==> src/rtl/dca_matrix_load_row_packer_pkg.sv <==
// Shared definitions for the matrix load row packer: FSM state encoding,
// row/beat width derivation and the zero fill value for padded tensor rows.
package dca_matrix_load_row_packer_pkg;

  localparam logic [1:0] ST_IDLE = 2'd0;
  localparam logic [1:0] ST_FILL = 2'd1;
  localparam logic [1:0] ST_PAD  = 2'd2;
  localparam logic [1:0] ST_EMIT = 2'd3;

  // Replicated across the row width wherever a zero tensor row is needed.
  localparam logic TENSOR_ZERO = 1'b0;

  // Row counter must hold the value MATRIX_SIZE itself (commanded row count).
  function automatic int calc_row_cnt_w(input int matrix_size);
    return $clog2(matrix_size + 1);
  endfunction

  function automatic int calc_num_beat(input int matrix_size, input int bw_scalar,
                                       input int bw_beat);
    return (matrix_size * bw_scalar) / bw_beat;
  endfunction

endpackage

==> src/rtl/dca_row_beat_assembler.sv <==
// Assembles NUM_BEAT memory beats into one tensor row buffer; beat k lands in
// bits [k*BW_BEAT +: BW_BEAT]. A zero request wipes the whole row in one cycle.
module dca_row_beat_assembler
  import dca_matrix_load_row_packer_pkg::*;
#(
  parameter int BW_BEAT  = 32,
  parameter int NUM_BEAT = 2
) (
  input  logic                        clk,
  input  logic                        rst,
  input  logic                        clear,
  input  logic                        beat_we,
  input  logic                        row_zero,
  input  logic [BW_BEAT-1:0]          beat_data,
  output logic [NUM_BEAT*BW_BEAT-1:0] row_data,
  output logic                        beat_last
);

  localparam int BW_ROW      = NUM_BEAT * BW_BEAT;
  localparam int BW_BEAT_CNT = (NUM_BEAT > 1) ? $clog2(NUM_BEAT) : 1;
  localparam logic [BW_BEAT_CNT-1:0] LAST_BEAT = BW_BEAT_CNT'(NUM_BEAT - 1);

  logic [BW_BEAT_CNT-1:0] beat_cnt;

  assign beat_last = (beat_cnt == LAST_BEAT);

  always_ff @(posedge clk or posedge rst) begin
    if (rst) begin
      beat_cnt <= '0;
      row_data <= {BW_ROW{TENSOR_ZERO}};
    end else if (clear) begin
      beat_cnt <= '0;
      row_data <= {BW_ROW{TENSOR_ZERO}};
    end else if (beat_we) begin
      row_data[beat_cnt*BW_BEAT +: BW_BEAT] <= beat_data;
      beat_cnt <= beat_last ? '0 : beat_cnt + 1'b1;
    end else if (row_zero) begin
      row_data <= {BW_ROW{TENSOR_ZERO}};
    end
  end

endmodule

==> src/rtl/dca_matrix_load_row_packer.sv <==
// Packs memory read beats into MATRIX_SIZE tensor rows per command, zero-padding
// rows past the commanded count. Optional stall counter: DCA_LOAD_ROW_PACKER_STALL_CNT_EN.
module dca_matrix_load_row_packer
  import dca_matrix_load_row_packer_pkg::*;
#(
  parameter  int MATRIX_SIZE_PARA = 8,
  parameter  int BW_TENSOR_SCALAR = 8,
  parameter  int BW_BEAT          = 32,
  localparam int MATRIX_SIZE      = MATRIX_SIZE_PARA,
  localparam int BW_TENSOR_ROW    = MATRIX_SIZE_PARA * BW_TENSOR_SCALAR,
  localparam int NUM_BEAT         = calc_num_beat(MATRIX_SIZE_PARA, BW_TENSOR_SCALAR, BW_BEAT),
  localparam int BW_ROW_CNT       = calc_row_cnt_w(MATRIX_SIZE_PARA)
) (
  input  logic                     clk,
  input  logic                     rst,
  input  logic                     clear,
  input  logic                     enable,
  output logic                     busy,
  input  logic                     cmd_valid,
  output logic                     cmd_ready,
  input  logic [BW_ROW_CNT-1:0]    cmd_num_rows,
  input  logic                     beat_valid,
  output logic                     beat_ready,
  input  logic [BW_BEAT-1:0]       beat_data,
  output logic                     load_tensor_row_wvalid,
  input  logic                     load_tensor_row_wready,
  output logic                     load_tensor_row_wlast,
  output logic [BW_TENSOR_ROW-1:0] load_tensor_row_wdata
`ifdef DCA_LOAD_ROW_PACKER_STALL_CNT_EN
  ,
  output logic [31:0]              stall_cycles
`endif
);

  localparam logic [BW_ROW_CNT-1:0] ROW_MAX  = BW_ROW_CNT'(MATRIX_SIZE);
  localparam logic [BW_ROW_CNT-1:0] ROW_LAST = BW_ROW_CNT'(MATRIX_SIZE - 1);

  function automatic logic [BW_ROW_CNT-1:0] clamp_rows(input logic [BW_ROW_CNT-1:0] n);
    return (n > ROW_MAX) ? ROW_MAX : n;
  endfunction

  logic [1:0]            state;
  logic [BW_ROW_CNT-1:0] row_cnt;
  logic [BW_ROW_CNT-1:0] num_rows;
  logic [BW_ROW_CNT-1:0] cmd_rows;
  logic [BW_ROW_CNT-1:0] row_nxt;
  logic                  active;
  logic                  cmd_fire;
  logic                  beat_fire;
  logic                  row_fire;
  logic                  pad_go;
  logic                  beat_last;
  logic [BW_TENSOR_ROW-1:0] row_data;

  // Clear outranks every handshake, so no ready/valid is shown while it is high.
  assign active     = enable & ~clear;
  assign cmd_ready  = active && (state == ST_IDLE);
  assign beat_ready = active && (state == ST_FILL);
  assign load_tensor_row_wvalid = active && (state == ST_EMIT);
  assign load_tensor_row_wlast  = (state == ST_EMIT) && (row_cnt == ROW_LAST);
  assign load_tensor_row_wdata  = row_data;
  assign busy       = (state != ST_IDLE);

  assign cmd_fire  = cmd_valid & cmd_ready;
  assign beat_fire = beat_valid & beat_ready;
  assign row_fire  = load_tensor_row_wvalid & load_tensor_row_wready;
  assign pad_go    = active && (state == ST_PAD);
  assign cmd_rows  = clamp_rows(cmd_num_rows);
  assign row_nxt   = row_cnt + 1'b1;

  always_ff @(posedge clk or posedge rst) begin
    if (rst) begin
      state    <= ST_IDLE;
      row_cnt  <= '0;
      num_rows <= '0;
    end else if (clear) begin
      state    <= ST_IDLE;
      row_cnt  <= '0;
      num_rows <= '0;
    end else begin
      case (state)
        ST_IDLE: begin
          if (cmd_fire) begin
            num_rows <= cmd_rows;
            row_cnt  <= '0;
            state    <= (cmd_rows == '0) ? ST_PAD : ST_FILL;
          end
        end
        ST_FILL: begin
          if (beat_fire && beat_last) state <= ST_EMIT;
        end
        ST_PAD: begin
          if (pad_go) state <= ST_EMIT;
        end
        ST_EMIT: begin
          if (row_fire) begin
            if (row_cnt == ROW_LAST) begin
              row_cnt <= '0;
              state   <= ST_IDLE;
            end else begin
              row_cnt <= row_nxt;
              state   <= (row_nxt < num_rows) ? ST_FILL : ST_PAD;
            end
          end
        end
        default: state <= ST_IDLE;
      endcase
    end
  end

  dca_row_beat_assembler #(
    .BW_BEAT  (BW_BEAT),
    .NUM_BEAT (NUM_BEAT)
  ) u_row_beat_assembler (
    .clk       (clk),
    .rst       (rst),
    .clear     (clear),
    .beat_we   (beat_fire),
    .row_zero  (pad_go),
    .beat_data (beat_data),
    .row_data  (row_data),
    .beat_last (beat_last)
  );

`ifdef DCA_LOAD_ROW_PACKER_STALL_CNT_EN
  function automatic logic [31:0] sat_inc32(input logic [31:0] v);
    return (v == 32'hFFFF_FFFF) ? v : v + 32'd1;
  endfunction

  // wvalid already carries enable, so disabled cycles never count as stalls.
  always_ff @(posedge clk or posedge rst) begin
    if (rst) begin
      stall_cycles <= '0;
    end else if (clear) begin
      stall_cycles <= '0;
    end else if (load_tensor_row_wvalid && !load_tensor_row_wready) begin
      stall_cycles <= sat_inc32(stall_cycles);
    end
  end
`endif

endmodule
==> config.mk <==
export PLATFORM = sky130hd
export DESIGN_NAME = dca_matrix_load_row_packer
export DESIGN_NICKNAME = d
export VERILOG_FILES = /design/src/rtl/dca_matrix_load_row_packer_pkg.sv /design/src/rtl/dca_row_beat_assembler.sv /design/src/rtl/dca_matrix_load_row_packer.sv
export SDC_FILE = /design/constraint.sdc
export NUM_CORES = 1
export LEC_CHECK = 0
export CAP_MARGIN = 30
export CORE_UTILIZATION = 48
export DETAILED_ROUTE_END_ITERATION = 10
export GPL_TIMING_DRIVEN = 1
export HOLD_SLACK_MARGIN = 0.05
export PLACE_DENSITY_LB_ADDON = 0.3
export SLEW_MARGIN = 20
export SYNTH_ARGS = -nofsm -noshare
export SYNTH_HDL_FRONTEND = slang
export SYNTH_SLANG_ARGS = --single-unit
==> constraint.sdc <==
create_clock -name clk -period 5.85 [get_ports clk]
set_clock_uncertainty 0.2 [all_clocks]
set_input_delay 1.17 -clock clk [delete_from_list [all_inputs] [get_ports clk]]
set_output_delay 1.17 -clock clk [all_outputs]
set_load 0.03 [all_outputs]
# --- Word level (Yosys, flattened, before mapping) ---
# Index checks and enable logic that the tools add are counted.
word_totals:
  reg_bits: 75
  latch_bits: 0
  ram_bits: 0
  rom_bits: 0
  output_inout_bits: 69
  word_cells: 67
  memories: 0
op_classes:
  addsub: 3
  multipliers: 0
  n_div: 0
  magnitude_cmp: 2
  n_eq_ne: 8
  shift: 2
  mux: 25
  bitwise_logic: 5
  n_reduce_logical: 17
op_table:
  columns: ["op", "count"]
  rows:
  - ["$mux W64", 3]
  - ["$bwmux W64", 1]
  - ["$shift A32 B34 Y64 const A", 1]
  - ["$shiftx A32 B34 Y64", 1]
  - ["$neg A6 Y34", 1]
  - ["$mux W4", 8]
  - ["$mux W2", 8]
  - ["$ne A3 B3 Y1 const B", 3]
  - ["$pmux W2 S4", 1]
  - ["$pmux W4 S2", 1]
  - ["$reduce_bool A2 Y1", 4]
  - ["$logic_and A1 B1 Y1", 6]
  - ["$reduce_bool A3 Y1", 2]
  - ["$add A4 B1 Y4 const B", 1]
  - ["$and A1 B1 Y1", 4]
  - ["$eq A2 B2 Y1 const B", 2]
  - ["$eq A4 B3 Y1 const B", 1]
  - ["$gt A4 B4 Y1 const B", 1]
  - ["$logic_not A4 Y1", 1]
  - ["$lt A4 B4 Y1", 1]
  - ["$reduce_and A4 Y1", 1]
  - ["$mux W1", 3]
  - ["$ne A3 B2 Y1 const B", 1]
  - ["$reduce_and A3 Y1", 1]
  - ["other kinds (5)", 5]

# --- Depth between registers and ports, before layout ---
# Gate-level depths: netlist of run 1.
logic_depth:
  ltp_word: 8
  mapped_depth: 8
  mapped_depth_nobuf: 8

# --- Hierarchy ---
# From an unflattened synthesis of run 1, not the netlist that was laid out.
unflattened:
  hier_cells: 348
  hier_area_um2: 3470.8
modules_own_cells:
  columns: ["module", "n_inst", "cells_per_inst", "area_per_inst_um2"]
  rows:
  - ["dca_row_beat_assembler", 1, 256, 2676.3]
  - ["dca_matrix_load_row_packer", 1, 92, 794.5]

# --- Least setup slack after synthesis of run 1 ---
# OpenSTA, ideal clock, no wires.
synth_timing:
  kind: "in2out"
  startpoint: "input clear"
  endpoint: "output beat_ready"
  t_arrival_ns: 1.800
  path_slack_ns: 2.680
  stages: 3
  n_path_buf: 1
  cell_sequence: "buf_1 > nor2b_1 > and2_1"
synth_between:
  elab_chain_len: 3
synth_rtl:
  columns: ["element", "line_no", "source"]
  rows:
  - ["from (decl)", "dca_matrix_load_row_packer.sv:16", "input logic clear,"]
  - ["$not A1 Y1", "dca_matrix_load_row_packer.sv:56", "assign active = enable & ~clear;"]
  - ["$and A1 B1 Y1", "dca_matrix_load_row_packer.sv:56", null]
  - ["$logic_and A1 B1 Y1", "dca_matrix_load_row_packer.sv:58", "assign beat_ready = active && (state == ST_FILL);"]
  - ["to (decl)", "dca_matrix_load_row_packer.sv:23", "output logic beat_ready,"]
# Every way passes these cells.

# --- Worst setup path in the final report of run 1 ---
layout_timing:
  startpoint: "input clear"
  endpoint: "output load_tensor_row_wvalid"
layout_between:
  elab_chain_len: 3
layout_rtl:
  columns: ["element", "line_no", "source"]
  rows:
  - ["$not A1 Y1", "dca_matrix_load_row_packer.sv:56", null]
  - ["$and A1 B1 Y1", "dca_matrix_load_row_packer.sv:56", null]
  - ["$logic_and A1 B1 Y1", "dca_matrix_load_row_packer.sv:59", "assign load_tensor_row_wvalid = active && (state == ST_EMIT);"]
  - ["to (decl)", "dca_matrix_load_row_packer.sv:25", "output logic load_tensor_row_wvalid,"]
# Every way passes these cells.

==> results of run 1 <==
layout by cell type (no fill, tap or decap), drive strengths merged, types with 3 or more instances in the layout:
cell,n
dfrtp,75
nand3,9
nand2,9
buf,5
nand2b,6
ha,9
clkbuf,11
o21ai,8
nor2,6
clkdlybuf4s50,111
inv,11
nor2b,5
and2,3
a22o,65
final timing paths:
path / cells past startpoint / to / start
min in group asynchronous: 2 / u_row_beat_assembler.row_data[41]$_DFFE_PP0P_ / rst
worst max register to register: 7 / u_row_beat_assembler.row_data[27]$_DFFE_PP0P_ / state[1]$_DFFE_PP0P_
worst max-delay path: 4 / load_tensor_row_wvalid / clear
max in group asynchronous: 3 / u_row_beat_assembler.row_data[37]$_DFFE_PP0P_ / rst
worst min-delay path: 1 / u_row_beat_assembler.row_data[46]$_DFFE_PP0P_ / u_row_beat_assembler.row_data[46]$_DFFE_PP0P_
worst min register to register: 1 / u_row_beat_assembler.row_data[46]$_DFFE_PP0P_ / u_row_beat_assembler.row_data[46]$_DFFE_PP0P_
cells in the mapped netlist (all sizes together) (2+ instances only):
| master | instances | share of area [%] |
|---|---|---|
| clkbuf | 6 | 0.77 |
| and2 | 3 | 0.61 |
| nand3 | 9 | 1.5 |
| buf | 8 | 1.3 |
| nand2b | 6 | 1.3 |
| nor2 | 6 | 0.73 |
| a22o | 65 | 18 |
| o21ai | 8 | 1.3 |
| nor2b | 5 | 1.0 |
| ha | 9 | 3.6 |
| dfrtp | 75 | 61 |
| nand2 | 9 | 1.1 |
| a21oi | 2 | 0.32 |
| a21o | 2 | 0.48 |
| nor3 | 2 | 0.48 |
| inv | 10 | 1.2 |
worst max-delay path, stage by stage:
cell and delay [ps]:
clkdlybuf4s50_1 680, nand2b_2 390, nor2_1 160, clkdlybuf4s50_1 690
stage by stage:
| stage | utilization (%) | area [um^2] |
|---|---|---|
| final | 74.4 | 4510 |
| after global routing | 74.4 | 4510 |
| after CTS | 74.4 | 4510 |
| after detailed placement | 70.9 | 4290 |
| after global placement | 70.9 | 4290 |
| after floorplan | - | 3100 |
logic make-up after synthesis:
kind of cell               count (synthesis)
AOI/OAI and AO/OA                         89
DFF                                       75
xor gates and xnor gates                   2
and+or+nand+nor                           44
buffers and inverters                     24
adders and majority gates                  9
muxes                                      1
routing by layer:
layer | part of all wire, % | global-route usage [%] | vias to the layer above
met5 | 0 | 0 | -
met4 | 0.86 | 8.77 | 0
met3 | 6.4 | 8.13 | 8
met2 | 49 | 39.0 | 88
met1 | 44 | 30.8 | 1245
li1 | - | - | 1135
power by group:
group          internal (mW)  leakage, nW  switching, mW  total (mW)
sequential             0.539         1.04         0.0161       0.555
clock                  0.244        0.108          0.191       0.435
combinational          0.128        0.874          0.171       0.299
total                  0.911         2.03          0.378        1.29
flip-flops by register name, summed over array words and instances, names as in the netlist:
register and cells:
state 2, row_cnt 4, num_rows 4, u_row_beat_assembler.row_data 64
u_row_beat_assembler.beat_last 1
area by class of cell:
cell class	count	area [um^2]	area share (%)
clock buffer	11	131	2.91
multi-input combinational	145	1140	25.2
timing repair buffer	116	1150	25.5
tap	75	93.8	2.08
inverter	10	37.5	0.832
clock inverter	5	86.3	1.91
sequential	75	1880	41.6
==> results by group, run 1 <==
Status
  • Status: completed

Die
  • Chip Height: 82.3 um
  • Cell Rows: 28
  • Die W: 82.3 um
  • Top Ports: 112
  • Die area: 0.00678 mm^2
  • Initial core utilization: 51.1%
  • Core box area: 0.00606 mm^2

Place
  • Worst slack, placed: 1390 ps
  • DP Wirelength: 5330 um
  • IO Port Bufs: 111
  • Final RePlAce weighted congestion: 0.769
  • Dpl cells: 421

Min path
  • HP Class: flip-flop to flip-flop

Clocking
  • CTS hold repair buffers: 0
  • Clk sinks: 75
  • CTS tree: done
  • Clk buf depth: 2
  • H-tree levels: 3
  • Clock-pin slew of the registers on the worst-case setup and hold paths: 70 ps
  • Clk Latency, worst-skew pair: 330 ps
  • Clock root buffer: clkbuf_8
  • CTS buffer count: 9
  • Post-CTS Setup Inserts: 0
  • # resized after CTS: 0

Critical path
  • Startpoint types: input port
  • CP required: 4480 ps
  • Crit Path Class: input port to primary output
  • Worst EP arrival: 3100 ps
  • R2R setup slack: 3300 ps
  • Worst Path Max Fanout: 13
  • Nature of the critical path endpoint: primary output

Logic synthesis
  • EDFF count, synth: 0
  • Mux cell area share after synthesis: 0.363%
  • Synth Area in Adders: 3.63%
  • Yosys warns: 0
  • Yosys cell types: 40
  • Sequential area share after synthesis: 60.6%
  • Yosys reg bits: 75
  • Syn_area_per_cell: 12.7 um^2
  • Mapped Area: 0.00310 mm^2
  • Async SR Flop Fraction: 100%
  • Synth Area in Simple Gates: 7.51%
  • XOR/XNOR Fraction of Synth Area: 0.565%
  • Largest family of logic cells by synthesized area: compound AO/OA/AOI/OAI gates
  • Post-synthesis compound-gate area fraction: 24.1%
  • Gate Count Post-Synth: 244
  • Syn nets: 296
  • Synth Flop Type: dfrtp_1

Detailed routing
  • WL final: 7940 um
  • First DRT Iteration DRCs: 134
  • Routed vias: 2,476
  • First-pass DRT Iterations: 4
  • Routed len/inst: 18.2 um
  • Via density: 5.67
  • DRT antenna net count: 0
  • DR DRC count: 0

Cells and area
  • Final std cells w/o fill: 437
  • Final nets: 409
  • Fraction of layout cells with a size suffix above 1: 8.01%
  • Area grow syn2layout: 45.6%
  • Antenna Cells: 0
  • FILL cells: 436

Power and ir drop
  • Worst IR Drop VDD: 0.181 mV
  • Lkg Pwr: 2.03 nW
  • Power, Total: 1.29 mW
  • Power Density: 286 mW/mm^2

STA
  • Worst slew pin tran: 759 ps
  • Final Hold Fails: 0
  • Fin. max-slew vios: 0
  • Post-route clock period utilization: 76.3%
  • Max-slew headroom: 49.3%
  • Setup TNS: 0 ps
  • Final setup fails: 0
  • Fmax: 0.224 GHz
  • RSZ-0062 raised after global routing: false
  • Hold WS: 301 ps
  • Min Tclk post-route: 4470 ps
  • Final worst slack: 1380 ps

Global route
  • GRT overflow: 0
  • Vias in the first global route: 2,475
  • First-pass GRT wire length: 12,000 um
  • Largest net degree at the start of global routing: 40
  • GRT Util Overall: 24.4%
  • Initial antenna violation count: 0

Run
  • Max-cap viol count: 0
No activity file was read; power rests on OpenSTA's default activity.
==> run 2: changes to the inputs <==
- CORE_UTILIZATION: 48 -> 40
- clock period: 5.85 -> 3.7 ns (I/O delays scaled with it)
==> results by group, run 2 (synthesized netlist as in run 1, its figures left out) <==
Status
  • Status: completed

Critical path
  • Worst-case reg-to-reg path depth: 7
  • CP cell instances: clkdlybuf4s50_1 -> buf_4 -> nor2b_1 -> and2_1 -> clkdlybuf4s50_1
  • Critical path's top delay family: buffers and inverters
  • Nature of the critical path endpoint: primary output
  • R2r startpoint: state[1]$_DFFE_PP0P_
  • Crit-path most repeated cell: clkdlybuf4s50_1
  • Worst EP arrival: 2360 ps
  • Startpoint types: input port
  • Worst Path Max Fanout: 6
  • CP bufs+invs: 3
  • R2R setup slack: 1410 ps
  • Max incr delay on CP: 660 ps
  • Crit Path Class: input port to primary output
  • CP required: 2760 ps
  • CP max-delay cell: clkdlybuf4s50_1
  • Cell depth of the worst setup path: 5
  • Reg2reg end: u_row_beat_assembler.row_data[17]$_DFFE_PP0P_

Run
  • Max-cap viol count: 0

Min path
  • Number of cells on the worst hold path: 1
  • Min-Delay Startpoint: u_row_beat_assembler.row_data[49]$_DFFE_PP0P_
  • HP Class: flip-flop to flip-flop
  • WHS Endpoint: u_row_beat_assembler.row_data[49]$_DFFE_PP0P_

Clocking
  • # resized after CTS: 0
  • Clock root buffer: clkbuf_8
  • Clk sinks: 75
  • CTS hold repair buffers: 0
  • Clk Latency, worst-skew pair: 340 ps
  • CTS tree: done
  • Clock-pin slew of the registers on the worst-case setup and hold paths: 70 ps
  • H-tree levels: 3
  • Clk buf depth: 2
  • Post-CTS Setup Inserts: 0
  • CTS buffer count: 9

Power and ir drop
  • Clock Power Share: 34.8%
  • Power Density: 452 mW/mm^2
  • Switching Share: 29.1%
  • Lkg Pwr: 2.06 nW
  • Int Pwr: 1.48 mW
  • Worst IR Drop VDD: 0.200 mV
  • Net Sw Power: 607 uW
  • Logic pwr share: 23.2%
  • Sequential Power Share: 42.0%

STA
  • Final worst slack: 401 ps
  • Fmax: 0.303 GHz
  • Post-route clock period utilization: 89.2%
  • Setup TNS: 0 ps
  • Final Hold Fails: 0
  • Min Tclk post-route: 3300 ps
  • Max-slew headroom: 73.3%
  • Worst slew pin tran: 401 ps
  • Fin. max-slew vios: 0
  • Final setup fails: 0
  • RSZ-0062 raised after global routing: false

Global route
  • Vias in the first global route: 2,604
  • Initial antenna violation count: 0
  • GRT overflow: 0
  • GRT Util Overall: 20.7%
  • Largest net degree at the start of global routing: 76
  • First-pass GRT wire length: 13,200 um

Cells and area
  • Final nets: 413
  • Final Util: 62.6%
  • Most frequent cells in the layout: clkdlybuf4s50_1, dfrtp_1, a22o_1, clkbuf_8
  • FILL cells: 605
  • Biggest regs: u_row_beat_assembler.row_data (64), num_rows (4), row_cnt (4)
  • Commonest non-fill, non-tap cell in the layout: clkdlybuf4s50_1
  • Area grow syn2layout: 49.0%
  • Antenna Cells: 0
  • Fraction of layout cells with a size suffix above 1: 9.84%
  • Reg with most FFs: u_row_beat_assembler.row_data
  • Max FFs per register: 64

Place
  • DP Wirelength: 5370 um
  • Final RePlAce weighted congestion: 0.825
  • IO Port Bufs: 111
  • Worst slack, placed: 405 ps

Die
  • Cell Rows: 31
  • Initial core utilization: 42.0%
  • Top Ports: 112
  • Chip Height: 90.0 um
  • Die W: 90.0 um
  • Die area: 0.00810 mm^2
  • Core box area: 0.00737 mm^2

Detailed routing
  • Via density: 5.29
  • WL final: 7950 um
  • Routed len/inst: 17.1 um
  • First-pass DRT Iterations: 4
  • DRT antenna net count: 0
  • DR DRC count: 0
  • Routed vias: 2,460
  • First DRT Iteration DRCs: 55
run 2: changes by cell type in the layout (fill, tap and decap cells not counted):
cell | before | now
clkinv_4 | 2 | 0
buf_4 | 5 | 9
clkinvlp_4 | 0 | 2
a21oi_2 | 2 | 0
a21oi_4 | 0 | 2
clkbuf_1 | 2 | 0
buf_12 | 0 | 1
clkdlybuf4s50_1 | 111 | 110
clkbuf_8 | 9 | 11
run 2: through the flow:
stage | total power, mW | cell area, um^2 | hold WS, ps | instances
6_report | 2.09 | 4610 | 302 | 465
5_1_grt | 2.17 | 4610 | 315 | 465
2_1_floorplan | 1.18 | 3100 | 269 | 244
4_1_cts | 2.11 | 4610 | 307 | 465
3_5_place_dp | 1.38 | 4380 | 282 | 449
3_3_place_gp | 1.37 | 4380 | 281 | 449
run 2: layer usage:
| layer | track usage, % | vias up | wire, um |
|---|---|---|---|
| met3 | 4.99 | 8 | 333 |
| met4 | 6.45 | 0 | 97 |
| met2 | 35.3 | 64 | 3980 |
| met5 | 0 | - | 0 |
| met1 | 26.0 | 1243 | 3540 |
| li1 | - | 1145 | - |
run 2: how the worst max path moves through the flow:
| stage | endpoint | slack [ps] | start |
|---|---|---|---|
| after CTS | beat_ready | 400 | clear |
| after global placement | beat_ready | 420 | clear |
| after global routing | beat_ready | 350 | clear |
| after detailed placement | beat_ready | 410 | clear |
| after floorplan | num_rows[0]$_DFFE_PP0P_ | 850 | rst |
| final | beat_ready | 400 | clear |
run 2: power groups by stage:
stage	logic, mW	clock network, mW	registers, mW
2_1_floorplan	0.255	0	0.925
3_3_place_gp	0.478	0	0.891
3_5_place_dp	0.487	0	0.891
4_1_cts	0.490	0.744	0.875
5_1_grt	0.527	0.767	0.880
6_report	0.485	0.726	0.876
run 2: worst reg2reg max path, delay by kind of cell (launching register included):
kind | cells | cell delay (ps)
AO/OA/AOI/OAI | 3 | 710
AND/OR/NAND/NOR | 1 | 160
adder cells (fa/ha/maj) | 1 | 340
buffers and inverters | 2 | 370
flip-flops | 1 | 400
run 2: final cells by class:
cell class	count	area [um^2]	share of cell area [%]
Multi-Input combinational cell	145	1150	25.0
Clock inverter	5	83.8	1.82
Clock buffer	11	151	3.28
Timing Repair Buffer	120	1190	25.8
Inverter	10	37.5	0.813
Sequential cell	75	1880	40.7
Tap cell	99	124	2.68
